### src/rtl/seq_div.sv
// Radix-2 restoring divider: quot/rem of two m-bit operands, one quotient bit per clock.
// Define DIV_SIGNED_EN for two's-complement operands (truncating toward zero).
module seq_div #(
  parameter int unsigned m = 12
) (
  input  logic         clk,
  input  logic         rst_n,
  input  logic         start,
  input  logic [m-1:0] a,
  input  logic [m-1:0] b,
  output logic [m-1:0] quot,
  output logic [m-1:0] rem,
  output logic         done,
  output logic         busy,
  output logic         dbz
);
  localparam int unsigned CW = $clog2(m) + 1;

  typedef enum logic [1:0] {IDLE, CALC, FIN} state_t;

  state_t        state;
  // The top bit of the partial remainder is always zero between iterations,
  // so only its low m bits are stored; the m+1-bit trial value is formed below.
  logic [m-1:0]  r;
  logic [m-1:0]  q;
  logic [m-1:0]  dvsr;
  logic [m-1:0]  dvnd;
  logic [CW-1:0] count;
  logic          zero;
  logic [m:0]    diff;
  logic [m-1:0]  mag_a;
  logic [m-1:0]  mag_b;
  logic [m-1:0]  res_q;
  logic [m-1:0]  res_r;

`ifdef DIV_SIGNED_EN
  logic neg_q;
  logic neg_r;

  always_comb begin
    mag_a = a[m-1] ? -a : a;
    mag_b = b[m-1] ? -b : b;
    res_q = neg_q ? -q : q;
    res_r = neg_r ? -r : r;
  end
`else
  always_comb begin
    mag_a = a;
    mag_b = b;
    res_q = q;
    res_r = r;
  end
`endif

  always_comb begin
    diff = {r, q[m-1]} - {1'b0, dvsr};
  end

  always_ff @(posedge clk) begin
    if (!rst_n) begin
      state <= IDLE;
      r     <= '0;
      q     <= '0;
      dvsr  <= '0;
      dvnd  <= '0;
      count <= '0;
      zero  <= 1'b0;
      quot  <= '0;
      rem   <= '0;
      done  <= 1'b0;
      busy  <= 1'b0;
      dbz   <= 1'b0;
`ifdef DIV_SIGNED_EN
      neg_q <= 1'b0;
      neg_r <= 1'b0;
`endif
    end else begin
      done <= 1'b0;
      unique case (state)
        IDLE: begin
          if (start) begin
            r     <= '0;
            q     <= mag_a;
            dvsr  <= mag_b;
            dvnd  <= a;
            count <= '0;
            zero  <= (b == '0);
            busy  <= 1'b1;
            state <= CALC;
`ifdef DIV_SIGNED_EN
            neg_q <= a[m-1] ^ b[m-1];
            neg_r <= a[m-1];
`endif
          end
        end
        CALC: begin
          if (!diff[m]) begin
            r <= diff[m-1:0];
            q <= {q[m-2:0], 1'b1};
          end else begin
            r <= {r[m-2:0], q[m-1]};
            q <= {q[m-2:0], 1'b0};
          end
          count <= count + CW'(1);
          if (count == CW'(m - 1)) state <= FIN;
        end
        FIN: begin
          quot  <= zero ? '1 : res_q;
          rem   <= zero ? dvnd : res_r;
          dbz   <= zero;
          done  <= 1'b1;
          busy  <= 1'b0;
          state <= IDLE;
        end
        default: state <= IDLE;
      endcase
    end
  end
endmodule

### config.mk
export PLATFORM = sky130hd
export DESIGN_NAME = seq_div
export DESIGN_NICKNAME = d
export VERILOG_FILES = /design/src/rtl/seq_div.sv
export SDC_FILE = /design/constraint.sdc
export NUM_CORES = 1
export LEC_CHECK = 0
export ABC_AREA = 1
export BUFFER_PORTS_ARGS = -buffer_cell sky130_fd_sc_hd__buf_2
export CORE_MARGIN = 4
export CORE_UTILIZATION = 60
export CTS_CLUSTER_DIAMETER = 200
export CTS_CLUSTER_SIZE = 40
export DETAILED_ROUTE_END_ITERATION = 7
export PLACE_DENSITY = 0.83
export SLEW_MARGIN = 40
export SYNTH_ARGS = -nofsm -noshare
export SYNTH_HDL_FRONTEND = slang
export SYNTH_SLANG_ARGS = --single-unit
### constraint.sdc
create_clock -name clk -period 5 [get_ports clk]
set_input_delay 0.25 -clock clk [delete_from_list [all_inputs] [get_ports clk]]
set_output_delay 0.25 -clock clk [all_outputs]
set_load 0.02 [all_outputs]
==> flow_summary_export.csv <==
group,metric,value,unit
run_status,status,"finished, final reports clean",
cts,cts_resized,0,
floorplan,die_h,89.3,um
timing,timing.final.crit_share,59.6,%
layout,nets,603,
placed_design,gp_congestion,0.883,
synthesis,synth_top_flop_cell,"dfxtp_1",
routing,wl,9460,um
floorplan,core,6390,sq um
routing,wl_per_cell,14.7,um
timing,fin_tns_setup,0,ns
global_routing,grt_use_total,25.5,%
placed_design,dp_cells,628,
placed_design,post-place-ws,2.07,ns
layout,stdcell_area,4410,sq um
routing,drt_first_pass_iters,5,
synthesis,postSynthAreaPerCell,7.60,sq um
synthesis,yosysSeqAreaShare,41.9,%
worst_setup_path,crit_arrival,3.28,ns
timing,slew_viol_final,0,
synthesis,ys_top_cells_by_count,"133 x nand2_1, 83 x dfxtp_1, 73 x a21oi_1",
synthesis,synth.most_common_cell,"nand2_1",
synthesis,ys_seq_elements,83,
placed_design,dp_hpwl,6890,um
floorplan,io_pins,54,
timing,max_freq,0.336,GHz
worst_setup_path,startpoint_type,"register",
synthesis,async_flop_share,0,%
cts,htree_levels,3,
global_routing,grt-ovfl-total,0,
timing,slew_headroom,47.3,%
flow_run,cap_violations,0,
global_routing,grt_pass1_wl,15900,um
synthesis,ys.warnings.count,0,
placed_design,io_buffers,53,
global_routing,grt_pass1_vias,3471,
worst_setup_path,cp_max_fo,40,
timing,hold_viol,0,
synthesis,synth_edf_count,0,
worst_setup_path,slowest_delay,0.57,ns
timing,setup_viol,0,
cts,cts-hold-fix-buffers,0,
global_routing,antenna_found_initial,0,
layout,stdcell_count,644,
cts,post_cts_buffers,0,
timing,rsz0062_at_grt,"false",
pwr,leakage,2.02,nW
pwr,vdd_drop_max,0.302,mV
routing,vias,3575,
routing,viasPerCell,5.55,
routing,ant_nets,0,
timing,period_needed,2.98,ns
floorplan,fp-row-count,29,
cts,root_buffer,"clkbuf_8",
layout,synthToLayoutAreaGrowth,11.2,%
layout,final_layout_size_suffix_gt1_share,20.1,%
min_path,min_path_type,"in2reg",
cts,cts_tree,"built",
cts,clock_sinks,83,
worst_setup_path,criticalPathCategory,"reg2reg",
timing,tightest_slew,0.789,ns
synthesis,netlist_instances,522,
cts,clk-insertion-delay-late,0.36,ns
cts,cts.clk_slew.worst_paths,0.09,ns
worst_setup_path,timing.critical_path.cells,"inv_1 > nand3_2 > inv_1 > nor2_2 > inv_1 > nor2_1 > nand2_1 > nand2_2",
cts,cts-buffers-inserted,9,
worst_setup_path,worst_ep_required_time,5.30,ns
pwr,power.density,456,nW/um^2
timing,skew,0.00726,ns
synthesis,syn_nets,563,
routing,drt_iter0_drc,263,
routing,remaining_drc_errors,0,
timing,setup_slack,2.02,ns
layout,diodes,0,
synthesis,synth_area_leaders,"dfxtp_1 42%, nand2_1 13%, a21oi_1 9.2%",
synthesis,synth_top_cell_by_area,"dfxtp_1",
floorplan,die_x,89.3,um
placed_design,place_area,4200,sq um
synthesis,synthDominantCellAreaShare,41.9,%
synthesis,ys_types,38,
worst_setup_path,cp_common_cell,"inv_1",
timing,hold_ws,0.164,ns
global_routing,grt_max_degree,41,
synthesis,synth_area,3970,sq um
worst_setup_path,cpMaxStageDelayCell,"nor2_1",
floorplan,start_util,62.1,%
floorplan,die_area,7980,sq um
cts,max-clock-path-buffers,2,
worst_setup_path,end_kind,"register",
## placed cells by master, fill, tap and decap left out, drive strengths merged, types with 5 or more instances in the layout
master,n
o21ai,40
nand3,12
dfxtp,83
o211ai,11
nor2,19
buf,54
clkbuf,10
a21oi,73
xnor2,5
inv,62
nand2,152
ha,13
## layout make-up
| class | instances | area (sq um) |
|---|---|---|
| Fill cell | 509 | 1970 |
| Multi-Input combinational cell | 355 | 1950 |
| Sequential cell | 83 | 1660 |
| Timing Repair Buffer | 54 | 273 |
| Inverter | 59 | 221 |
| Clock buffer | 10 | 138 |
| Tap cell | 77 | 96.3 |
| Clock inverter | 6 | 71.3 |
## metal layers
metal  global-route usage (%)  vias up  share of wire [%]
li1                         -     1802                  -
met1                     32.9     1626                 45
met3                     3.32       20                5.0
met4                     11.5        0                2.4
met2                     42.5      127                 47
met5                        0        -                  0
## where the power goes
group | internal [W] | switching, W | total [W] | leakage [nW]
Clock | 0.000251 | 0.000262 | 0.000513 | 0.105
Sequential | 0.000709 | 0.0000506 | 0.000760 | 0.676
Combinational | 0.000243 | 0.000495 | 0.000738 | 1.24
Total | 0.00120 | 0.000808 | 0.00201 | 2.02
## flip-flops by register name (all words and copies together), names as in the netlist
signal,count
dvnd,12
dvsr,12
q,12
quot,12
r,12
rem,12
count,5
state,2
busy,1
dbz,1
done,1
zero,1
## path summary, 6_finish.rpt
check	start	to	slack [ns]	cells past startpoint
hold / removal	a[3]	dvnd[3]$_SDFFE_PN0P_	0.16	3
hold reg to reg	quot[0]$_SDFFE_PN0P_	quot[0]$_SDFFE_PN0P_	0.46	2
setup / recovery	state[1]$_SDFFE_PN0P_	r[7]$_SDFFE_PN0P_	2.02	8
setup reg to reg	state[1]$_SDFFE_PN0P_	r[7]$_SDFFE_PN0P_	2.02	8
## through the flow
stage | power [W] | utilization [%]
after floorplan | 0.00143 | -
after global placement | 0.00147 | 65.8
after detailed placement | 0.00149 | 65.8
after CTS | 0.00200 | 69.1
after global routing | 0.00213 | 69.1
final | 0.00201 | 69.1
## kinds of logic (layout without fill, tap and decap cells)
logic type | after synthesis | after routing | share of synthesized area [%]
adder cells (fa/ha/maj) | 14 | 14 | 4.60
buffers and inverters | 84 | 129 | 9.02
XOR/XNOR | 6 | 6 | 1.32
flip-flops | 83 | 83 | 41.9
AO/OA/AOI/OAI | 141 | 141 | 21.3
AND/OR/NAND/NOR | 194 | 194 | 21.9
## worst max-delay path: cells and delay by family (launching register included)
family	cells	cell delay, ns
buf+inv	3	0.69
flops	1	0.38
simple gates	5	1.86
Note: power is estimated with default switching activity, not from simulation.
